<file path="config.mk">
export PLATFORM = sky130hd
export DESIGN_NAME = pipe_hazard_ctrl
export DESIGN_NICKNAME = d
export VERILOG_FILES = /design/src/rtl/pipe_pkg.sv /design/src/rtl/pipe_hazard_ctrl_fwd_sel.sv /design/src/rtl/pipe_hazard_ctrl.sv
export SDC_FILE = /design/constraint.sdc
export NUM_CORES = 1
export LEC_CHECK = 0
export ABC_AREA = 1
export CELL_PAD_IN_SITES_DETAIL_PLACEMENT = 0
export CELL_PAD_IN_SITES_GLOBAL_PLACEMENT = 1
export CORE_ASPECT_RATIO = 0.75
export CORE_MARGIN = 2
export CORE_UTILIZATION = 30
export DETAILED_ROUTE_END_ITERATION = 10
export PLACE_DENSITY = 0.9
export SYNTH_ARGS = -nofsm -noshare
export SYNTH_HDL_FRONTEND = slang
export SYNTH_SLANG_ARGS = --single-unit
</file>
<file path="constraint.sdc">
create_clock -name clk -period 2.2 [get_ports clk]
set_clock_uncertainty 0.15 [all_clocks]
set_input_delay 0.44 -clock clk [delete_from_list [all_inputs] [get_ports clk]]
set_output_delay 0.44 -clock clk [all_outputs]
set_load 0.01 [all_outputs]
</file>
<file path="src/rtl/pipe_pkg.sv">
// Shared definitions for the pipeline hazard controller: forwarding select
// encodings, controller FSM states and the register-index width.
package pipe_pkg;

    localparam int REG_W = 5;

    typedef enum logic [1:0] {
        FWD_RF    = 2'b00,
        FWD_EXMEM = 2'b01,
        FWD_MEMWB = 2'b10
    } fwd_t;

    typedef enum logic {
        ST_RUN,
        ST_MC_WAIT
    } hz_state_t;

endpackage

</file>
<file path="src/rtl/pipe_hazard_ctrl_fwd_sel.sv">
// Forwarding select for one EX-stage source operand; the youngest in-flight
// writer (EX/MEM) wins over MEM/WB, and x0 is never forwarded.
module fwd_sel
    import pipe_pkg::*;
(
    input  logic [REG_W-1:0] ex_rs,
    input  logic [REG_W-1:0] ex_mem_rd,
    input  logic             ex_mem_regwrite,
    input  logic [REG_W-1:0] mem_wb_rd,
    input  logic             mem_wb_regwrite,
    output logic [1:0]       sel
);

    always_comb begin
        // NOTE: every output of a combinational block gets a default first so no latch is inferred.
        sel = FWD_RF;
        if (ex_mem_regwrite && (ex_mem_rd != '0) && (ex_mem_rd == ex_rs))
            sel = FWD_EXMEM;
        else if (mem_wb_regwrite && (mem_wb_rd != '0) && (mem_wb_rd == ex_rs))
            sel = FWD_MEMWB;
    end

endmodule

</file>
<file path="src/rtl/pipe_hazard_ctrl.sv">
// Central hazard controller: operand forwarding, load-use stall, taken-branch
// flush and multi-cycle EX stall with a watchdog, plus a stall-cycle counter.
module pipe_hazard_ctrl
    import pipe_pkg::*;
#(
    parameter int MC_MAX = 64,
    parameter int CNT_W  = 16
) (
    input  logic             clk,
    input  logic             rst_n,
    input  logic [REG_W-1:0] id_rs1,
    input  logic [REG_W-1:0] id_rs2,
    input  logic             id_uses_rs1,
    input  logic             id_uses_rs2,
    input  logic [REG_W-1:0] id_ex_rs1,
    input  logic [REG_W-1:0] id_ex_rs2,
    input  logic [REG_W-1:0] id_ex_rd,
    input  logic             id_ex_regwrite,
    input  logic             id_ex_memread,
    input  logic [REG_W-1:0] ex_mem_rd,
    input  logic [REG_W-1:0] mem_wb_rd,
    input  logic             ex_mem_regwrite,
    input  logic             mem_wb_regwrite,
    input  logic             ex_branch_taken,
    input  logic             ex_mc_start,
    input  logic             mc_done,
    output logic [1:0]       rs1_forward,
    output logic [1:0]       rs2_forward,
    output logic             pc_stall,
    output logic             if_id_stall,
    output logic             id_ex_stall,
    output logic             id_ex_bubble,
    output logic             ex_mem_bubble,
    output logic             if_id_flush,
    output logic             mc_error,
    output logic [CNT_W-1:0] stall_cycles
);

    localparam int WD_W = (MC_MAX > 2) ? $clog2(MC_MAX) : 1;
    localparam logic [WD_W-1:0] WD_LAST = WD_W'(MC_MAX - 1);

    hz_state_t       state, state_nxt;
    logic [WD_W-1:0] mc_cnt, mc_cnt_nxt;
    logic            wd_expire;
    logic            load_use;

    fwd_sel u_fwd_rs1 (
        .ex_rs           (id_ex_rs1),
        .ex_mem_rd       (ex_mem_rd),
        .ex_mem_regwrite (ex_mem_regwrite),
        .mem_wb_rd       (mem_wb_rd),
        .mem_wb_regwrite (mem_wb_regwrite),
        .sel             (rs1_forward)
    );

    fwd_sel u_fwd_rs2 (
        .ex_rs           (id_ex_rs2),
        .ex_mem_rd       (ex_mem_rd),
        .ex_mem_regwrite (ex_mem_regwrite),
        .mem_wb_rd       (mem_wb_rd),
        .mem_wb_regwrite (mem_wb_regwrite),
        .sel             (rs2_forward)
    );

    assign load_use = id_ex_memread && id_ex_regwrite && (id_ex_rd != '0) &&
                      (((id_ex_rd == id_rs1) && id_uses_rs1) ||
                       ((id_ex_rd == id_rs2) && id_uses_rs2));

    always_comb begin
        state_nxt     = state;
        mc_cnt_nxt    = mc_cnt;
        wd_expire     = 1'b0;
        pc_stall      = 1'b0;
        if_id_stall   = 1'b0;
        id_ex_stall   = 1'b0;
        id_ex_bubble  = 1'b0;
        ex_mem_bubble = 1'b0;
        if_id_flush   = 1'b0;
        unique case (state)
            ST_RUN: begin
                if (ex_mc_start) begin
                    state_nxt = ST_MC_WAIT;
                end else if (ex_branch_taken) begin
                    // The ID instruction is killed, so a load-use match there is moot.
                    if_id_flush  = 1'b1;
                    id_ex_bubble = 1'b1;
                end else if (load_use) begin
                    pc_stall     = 1'b1;
                    if_id_stall  = 1'b1;
                    id_ex_bubble = 1'b1;
                end
            end
            ST_MC_WAIT: begin
                pc_stall      = 1'b1;
                if_id_stall   = 1'b1;
                id_ex_stall   = 1'b1;
                ex_mem_bubble = 1'b1;
                mc_cnt_nxt    = mc_cnt + 1'b1;
                if (mc_done || (mc_cnt == WD_LAST)) begin
                    wd_expire  = !mc_done;
                    state_nxt  = ST_RUN;
                    mc_cnt_nxt = '0;
                end
            end
            default: state_nxt = ST_RUN;
        endcase
    end

    always_ff @(posedge clk or negedge rst_n) begin
        if (!rst_n) begin
            // NOTE: sequential state is updated with non-blocking assignments only.
            state        <= ST_RUN;
            mc_cnt       <= '0;
            mc_error     <= 1'b0;
            stall_cycles <= '0;
        end else begin
            state  <= state_nxt;
            mc_cnt <= mc_cnt_nxt;
            if (wd_expire)
                mc_error <= 1'b1;
            if (pc_stall && (stall_cycles != '1))
                stall_cycles <= stall_cycles + 1'b1;
        end
    end

endmodule

</file>
==> results.md, run 1 <==
- Syn_nets: 323
- Diodes inserted: 0
- Combinational power share: 38.4%
- Final setup viols: 0
- Register area share after synthesis: 31.9%
- Status: finished clean
- Vias in the first global route: 1919
- CTS Root Cell: clkbuf_8
- Worst-path maximum fanout: 2
- Final HPWL DP: 4.09 mm
- Global-route wire length before repair: 8.62 mm
- Int Pwr: 1060 µW
- Ratio of cells with drive above 1 in the final layout: 17.2%
- Row Count: 24
- Detailed Route Iter0 Violations: 73
- CP startpoint: ex_mem_rd[3]
- Io pins: 73
- Max Cap Viol: 0
- Fin crit share: 98.2%
- Initial core utilization: 31.7%
- Clock power frac: 24.7%
- Post-Synthesis Cells: 275
- Worst min-delay path category: flip-flop to flip-flop
- Routed Antenna Nets: 0
- Net Sw Frac: 32.9%
- CP max stage cell: nor4_2
- Antenna violations before repair: 0
- Flops & latches, synth: 24
- Core Region: 5950 µm²
- Slowest stage delay, CP: 0.29 ns
- CP Class: input pin to output port
- Syn Area/Cell: 6.85 µm²
- Final Util: 50.2%
- Input/output buffers: 72
- Leak pwr: 0.00153 µW
- Post-layout net count: 421
- Tot Pwr: 1580 µW
- Register-to-Register Path Depth: 9
- Net Sw Power: 520 µW
- Place WS: -0.682 ns
- Worst slew margin: 79.4%
- CP Capture Type: output port
- Yosys warnings: 0
- Routed wire length per instance: 11.3 µm
- Fmax: 463 MHz
- Worst EP required: 1.61 ns
- Hold Path Depth: 1
- Die W: 95.5 µm
- PwrDens: 531 nW/µm²
- GRT Total Usage: 15.3%
- CTS tree: done
- Slew Viols, Final: 0
- Setup TNS: 0 ns
- Post-CTS Hold Buffers: 0
- Pin count of the biggest net entering global routing: 25
- Die area: 6940 µm²
- Cell area after synthesis: 1880 µm²
- Final wirelength: 5.10 mm
- Least-Margin Pin Slew: 0.309 ns
- CP Launch Type: input pin
- Post-route DRC violation count: 0
- Clock Tree Buf Depth: 2
- Vias post-DR: 2034
- Cell variety after synth: 26
- Reg clk slew, reported paths: 0.09 ns
- Cts bufs inserted: 3
- Pre-antenna DRT Iters: 4
- Crit-path cells: clkdlybuf4s15_1, buf_6, xor2_1, nor4_2, buf_4, nor3_4, buf_2
- FFs w/ async S/R, synth: 100%
- Worst hold start: mc_error
- Worst path top cell family by delay: buffers and inverters
- Vias/cell: 4.52
- Gr ovfl total: 0
- H-tree depth: 1
- Reg2Reg Launch Point: stall_cycles[1]
- Final hold violation count: 0
- Worst Path Buf+Inv: 4
- PnR worst setup slack: 0.0406 ns
- CTS sink cnt: 24
- Area grow syn2layout: 58.3%
- Die Ht: 72.6 µm
- Logic depth of the worst setup path including buffers: 7
- WP data arrival: 1.57 ns
- Part of the power in registers: 36.8%
- VDD IR max: 0.000246 V
- Tmin final: 2.16 ns
- GPL Wtd Cong: 0.832
- Number of synthesized flops with an enable pin: 0
- Clk Latency, worst-skew pair: 0.27 ns
- Main synth FF type: dfrtp_1
Yosys cell counts, types with 2 or more instances:
cell type	number	area share, %
inv_2	7	1.4
nor4_1	2	0.66
ha_1	2	1.3
nor3_1	10	2.7
buf_4	2	0.80
nand4_1	5	1.7
nand3_1	34	9.0
nor2_1	25	5.0
xor2_1	16	7.4
inv_1	26	5.2
nand2_1	83	17
buf_2	3	0.80
o21ai_0	7	1.9
dfrtp_1	24	32
nand2_2	2	0.66
a21oi_1	2	0.53
xnor2_1	16	7.4
cells in the final DEF (no fill, tap or decap), drive strengths merged:
master          n
dlygate4sd2    29
ha              2
dfrtp          24
nand4           6
a21oi           2
a21o            1
inv            33
o21ai           7
clkdlybuf4s15   3
buf            35
o21a            1
nor3b           1
clkdlybuf4s50  29
clkbuf          3
xnor2          16
xor2           16
nor2           26
nand3          34
bufinv          1
a22o            1
dlymetal6s2s    3
o22ai           1
nor4            2
nor3           11
nand2          85
logic make-up (layout without fill, tap and decap cells):
| logic type | after synthesis | after routing | synth area share [%] |
|---|---|---|---|
| DFF | 24 | 24 | 31.9 |
| adders and majority gates | 2 | 2 | 1.33 |
| and+or+nand+nor | 165 | 165 | 39.2 |
| xor gates and xnor gates | 32 | 32 | 14.9 |
| buffers and inverters | 39 | 136 | 8.76 |
| AOI/OAI and AO/OA | 13 | 13 | 3.98 |
layout make-up:
type,count,area [µm²]
fill,614,2960
multi-input combinational,212,1210
timing repair buffer,99,882
sequential,24,601
inverter,33,124
tap,78,97.6
clock buffer,3,41.3
clock inverter,1,30.0
worst paths after layout:
check,end,slack (ns)
hold / removal,mc_error,0.33
setup reg to reg,stall_cycles[6],0.25
min in group asynchronous,stall_cycles[12],0.36
max in group asynchronous,mc_cnt[1],1.29
setup / recovery,rs2_forward[1],0.04
hold reg to reg,mc_error,0.33
per-stage QoR:
| stage | instance area [µm²] | std cells | hold WS [ns] |
|---|---|---|---|
| after global routing | 2980 | 450 | 0.368 |
| final | 2980 | 450 | 0.326 |
| after CTS | 2930 | 450 | 0.335 |
| after global placement | 2860 | 445 | 0.296 |
| after floorplan | 1880 | 275 | -0.00559 |
| after detailed placement | 2860 | 445 | 0.313 |
registers in the layout (all words and copies together) (netlist names):
name,count
stall_cycles,16
mc_cnt,6
mc_error,1
state,1
repair_timing:
item,CTS,global route
setup buffers,1,0
pin swaps,20,7
gates resized for setup,80,14
setup endpoints to repair,21,20
power by group through the flow:
stage	Combinational, µW	Sequential [µW]	Clock [µW]
5_1_grt	685	598	418
6_report	609	583	392
4_1_cts	604	585	401
3_3_place_gp	596	590	0
3_5_place_dp	609	593	0
2_1_floorplan	260	607	0
routing by layer:
metal / global-route usage (%) / wire length [µm]
met2: 25.5 / 2400
met1: 21.4 / 2440
met3: 2.58 / 239
met4: 2.06 / 19
met5: 0 / 0
(Power assumes the default switching activity.)
==> inputs of run 2 (changes only) <==
Settings changed: CORE_MARGIN 2 to unset, SYNTH_HIERARCHICAL set to 1.
==> run 2 against run 1 <==
  * Sequential share of layout area is 0.53 points higher
  * Largest power group is now registers
  * Critical path type unchanged
  * Cell count up 11%
  * Combinational power fell by 10%
  * The flow now finishes with violations (DRC)
  * Critical endpoint is now id_ex_bubble
  * Power shrank 12%
  * Final area fell by 2.6%
  * Register-to-register slack better by 0.07 ns
==> results.md, run 2 <==
- Cts bufs inserted: 3
- Final Util: 44.7%
- Violated checks: DRC
- Net Sw Power: 499 µW
- Pre-antenna DRT Iters: 7
- Final setup viols: 0
- Routed Antenna Nets: 0
- Crit path top cell by count: nand2_1
- Fmax: 470 MHz
- Detailed Route Iter0 Violations: 102
- Commonest non-fill, non-tap cells in the layout: 120 x nand2_1, 44 x inv_1, 34 x nand3_1
- Initial core utilization: 32.0%
- Clock Tree Buf Depth: 2
- Register area share after synthesis: 28.8%
- Design area: 2910 µm²
- Fin crit share: 96.8%
- H-tree depth: 1
- Routed wire length per instance: 11.6 µm
- Leak pwr: 0.00157 µW
- Row Count: 25
- FFs w/ async S/R, synth: 100%
- Syn_nets: 387
- CP Class: input pin to output port
- Most common cell in the netlist: nand2_1
- Vias post-DR: 2260
- Reg clk slew, reported paths: 0.08 ns
- Post-Synthesis Cells: 339
- Largest reg by FF count: stall_cycles
- Cell area after synthesis: 2080 µm²
- Worst min-delay path category: flip-flop to flip-flop
- Synth top cells by count: 121 x nand2_1, 49 x inv_1, 35 x nand3_1
- Place WS: -0.532 ns
- Commonest non-fill, non-tap cell in the layout: nand2_1
- Pin count of the biggest net entering global routing: 25
- Worst Path Buf+Inv: 2
- Final HPWL DP: 4.59 mm
- Synth area leader: dfrtp_1
- Post-layout net count: 467
- Gr ovfl total: 0
- Grt met1 use: 22.3%
- Clock power frac: 18.9%
- GRT Total Usage: 16.4%
- Post-synth top area share: 28.8%
- Io pins: 73
- Ratio of cells with drive above 1 in the final layout: 12.0%
- Combinational power share: 39.3%
- Flops & latches, synth: 24
- Die Ht: 74.1 µm
- Worst EP required: 1.61 ns
- Post-route DRC violation count: 4
- Crit-path cells: clkdlybuf4s50_1, nand2_1, nor2_1, nand3_1, nand2_2, nand2_1, a21oi_1, buf_2
- Diodes inserted: 0
- Tmin final: 2.13 ns
- Number of synthesized flops with an enable pin: 0
- Yosys warnings: 6
- Worst slew margin: 77.6%
- WP data arrival: 1.54 ns
- Tot Pwr: 1390 µW
- Vias in the first global route: 2090
- Main synth FF type: dfrtp_1
- Final wirelength: 5.78 mm
- Die area: 7280 µm²
- Largest register FFs: 16
- Placed cell area: 2900 µm²
- Final hold violation count: 0
- Area grow syn2layout: 39.6%
- Int Pwr: 895 µW
- Syn Area/Cell: 6.14 µm²
- Gr busiest metal: met2
- Part of the power in registers: 41.9%
- Vias/cell: 4.54
- VDD IR max: 0.000431 V
- Max Cap Viol: 0
- CP Launch Type: input pin
- Synth area leaders: dfrtp_1 29%, nand2_1 22%, inv_1 8.8%
- Die W: 98.2 µm
- CTS Root Cell: clkbuf_8
- GPL Wtd Cong: 0.802
- Antenna violations before repair: 0
- Least-Margin Pin Slew: 0.333 ns
- RSZ-0062 raised after global routing: true
- Cell variety after synth: 26
- Worst path top cell family by delay: buffers and inverters
- CP max stage cell: clkdlybuf4s50_1
- Slew Viols, Final: 0
- Net Sw Frac: 35.8%
- CTS tree: done
- PwrDens: 480 nW/µm²
- GR Util met3: 2.91%
- Clk Latency, worst-skew pair: 0.27 ns
- Worst-path maximum fanout: 2
- Largest registers: stall_cycles (16), mc_cnt (6)
- Grt met2 use: 28.2%
- Input/output buffers: 72
- Status: finished, violations left
- PnR worst setup slack: 0.0714 ns
- Global-route wire length before repair: 9.68 mm
- CTS sink cnt: 24
- Core Region: 6510 µm²
- Slowest stage delay, CP: 0.46 ns
- CP Capture Type: output port
- Setup repair bufs after CTS: 0
run 2: power by group through the flow:
| stage | registers [µW] | clock network (µW) | logic, µW |
|---|---|---|---|
| 6_report | 584 | 263 | 547 |
| 5_1_grt | 595 | 294 | 617 |
| 4_1_cts | 585 | 270 | 550 |
| 3_5_place_dp | 593 | 0 | 566 |
| 3_3_place_gp | 592 | 0 | 556 |
| 2_1_floorplan | 600 | 0 | 279 |
run 2: final cells by class:
type	count	area, µm²
clock buffers	3	41.3
well taps	81	101
repair buffers	81	737
multi-input cells	253	1220
flip-flops and latches	24	601
fillers	696	3600
inverters	56	210
run 2: layer usage:
metal	part of all wire (%)	up-vias
li1	-	1198
met1	50	1019
met2	46	41
met3	4.3	2
met4	0.33	0
met5	0	-
run 2: stage by stage:
stage | TNS [ns] | hold slack, ns | std cells
after floorplan | 0 | -0.00559 | 339
after global placement | -6.02 | 0.291 | 495
after detailed placement | -6.70 | 0.308 | 495
after CTS | 0 | 0.328 | 498
after global routing | -0.00680 | 0.358 | 498
final | 0 | 0.324 | 498
run 2: logic make-up after synthesis:
group / after synthesis / synth area share (%)
AND/OR/NAND/NOR: 214 / 44.3
XOR/XNOR: 15 / 6.31
AO/OA/AOI/OAI: 22 / 5.95
adder cells (fa/ha/maj): 2 / 1.20
buffers and inverters: 62 / 13.4
flip-flops: 24 / 28.8
run 2: path summary, 6_finish.rpt:
check / from / endpoint / slack (ns) / cells after the start
max: id_uses_rs1 / id_ex_bubble / 0.07 / 8
min: mc_error / mc_error / 0.32 / 1
max reg2reg: stall_cycles[1] / stall_cycles[13] / 0.32 / 9
min reg2reg: mc_error / mc_error / 0.32 / 1
max in group asynchronous: rst_n / state / 1.28 / 2
min in group asynchronous: rst_n / stall_cycles[9] / 0.38 / 2
run 2: timing repair:
| action | in CTS | in global routing |
|---|---|---|
| hold buffers | 0 | 0 |
| resized for setup | 65 | 8 |
| endpoints found under the setup margin | 8 | 6 |
| pin swaps | 12 | 9 |
==> RTL edit (flow settings as in run 1) <==
`MC_MAX`: 64 -> 128.
--- a/src/rtl/pipe_hazard_ctrl.sv
+++ b/src/rtl/pipe_hazard_ctrl.sv
@@ -4,5 +4,5 @@
     import pipe_pkg::*;
 #(
-    parameter int MC_MAX = 64,
+    parameter int MC_MAX = 128,
     parameter int CNT_W  = 16
 ) (
Behaviour: no difference found for any inputs over 10 cycles, from zero or initial values and one cycle with rst_n low; that may be too few to reach the edited logic, so the function may still have changed.
==> RTL edit against run 1 <==
  * Sequential cell count rose by 1
  * Area after synthesis is 0.53% higher
  * Worst setup slack better by 0.0019 ns
  * Critical path depth up 1
  * Routed wire length is 4.2% higher
  * Design area decreased by 3.8%
  * Core utilization shrank 3.8 points
  * Maximum frequency is essentially flat
  * Power fell by 9.7%
  * Sequential share of layout area grew 1.7 points
  * First-iteration DRC count rose by 88%
==> RTL edit: results (changes against run 1) <==
Yosys
  • Synth Area in XOR/XNOR: 14.33% (-0.54 points)
  • Post-Synthesis Cells: 277 (+0.73%)
  • Compound-cell area share of the yosys netlist: 3.369% (-0.62 points)
  • Register area share after synthesis: 33.03% (+1.2 points)
  • Post-synthesis adder-cell area fraction: 1.321% (-0.0070 points)
  • Yosys cell types: 25 (-3.8%)
  • Post-synth top cells: 86 x nand2_1, 34 x nand3_1, 32 x inv_1, 26 x nor2_1, 25 x dfrtp_1

Timing
  • Slew @ Worst Pin: 0.3360 ns (+0.02679 ns)

CTS
  • Post-CTS setup buffers: 0 (-1)

Routing
  • Met3 Routed Length: 127 um (-47%)
  • Met1 wire length: 2467 um (+1.3%)
  • Routed vias/inst: 4.503 (-0.37%)

Place
  • Post-DP HPWL: 4267 um (+4.3%)

Finish
  • Biggest regs: stall_cycles: 16 flops, mc_cnt: 7 flops
  • Fillers: 644 (+4.9%)
  • Share of post-route cells with drive strength above 1: 14.40% (-2.8 points)

Pwr
  • Maximum vdd ir drop: 0.2183 mV (-11%)
  • Pleak: 0.001462 uW (-4.4%)

Global routing
  • GR Util met3: 2.479% (-0.10 points)
  • Global-route wire length before repair: 8756 um (+1.6%)
  • Vias in the first global route: 1986 (+3.5%)
  • Total GRT Usage: 15.64% (+0.36 points)
  • GR Util met2: 27.04% (+1.5 points)
  • Largest net degree at the start of global routing: 26 (+4.0%)

Critical path
  • R2R Path End: stall_cycles[10]
  • R2R setup slack: 0.20 ns (-0.05 ns)
  • CP max stage cell: clkdlybuf4s50_1
  • Worst R2R Start: stall_cycles[0]
  • CP max stage delay: 0.47 ns (+0.18 ns)

Run status
  • Status: finished clean
## RTL edit: through the flow
step,std cells,hold slack [ns],cell area [um2]
2_1_floorplan,277,-0.005591,1894
3_3_place_gp,445,0.3011,2824
3_5_place_dp,445,0.3340,2824
4_1_cts,449,0.3548,2823
5_1_grt,449,0.3684,2870
6_report,449,0.3472,2870
## RTL edit: how the worst max path moves through the flow
stage / start / to / slack [ns] / cells after the start
2_1_floorplan: ex_mem_rd[3] / rs2_forward[1] / 0.34 / 3
3_3_place_gp: mem_wb_rd[2] / rs2_forward[1] / -0.56 / 6
3_5_place_dp: id_ex_rd[0] / id_ex_bubble / -0.56 / 10
4_1_cts: ex_mem_rd[2] / rs1_forward[1] / -0.02 / 7
5_1_grt: id_uses_rs2 / pc_stall / -0.01 / 8
6_report: id_uses_rs2 / pc_stall / 0.04 / 8
## RTL edit: where the power goes
part / internal, uW / total [uW] / switching, uW
clock: 130 / 279 / 149
combinational: 283 / 552 / 269
sequential: 522 / 600 / 78.1
## RTL edit: timing repair
action | 4_1_cts | 5_1_grt
setup endpoints to repair | 10 | 8
hold buffers | 0 | 0
cloned | 0 | 0
pin swaps | 20 | 8
hold endpoints to repair | 0 | 0
gates resized for setup | 70 | 14
## RTL edit: worst reg2reg max path, stage by stage, from the launching register on
cell	delay (ns)
dfrtp_1	0.42
ha_1	0.20
nand2_1	0.13
nor2_4	0.19
nand2_2	0.09
nor2_1	0.09
nand2_1	0.22
nand2_2	0.28
nand2_1	0.08
nand2_1	0.08
## RTL edit: layout make-up
class / instances / area share [%]
clock buffer: 4 / 1.569
inverter: 36 / 4.708
multi-input combinational: 211 / 39.76
sequential: 25 / 21.80
tap: 81 / 3.531
timing repair buffer: 92 / 28.64
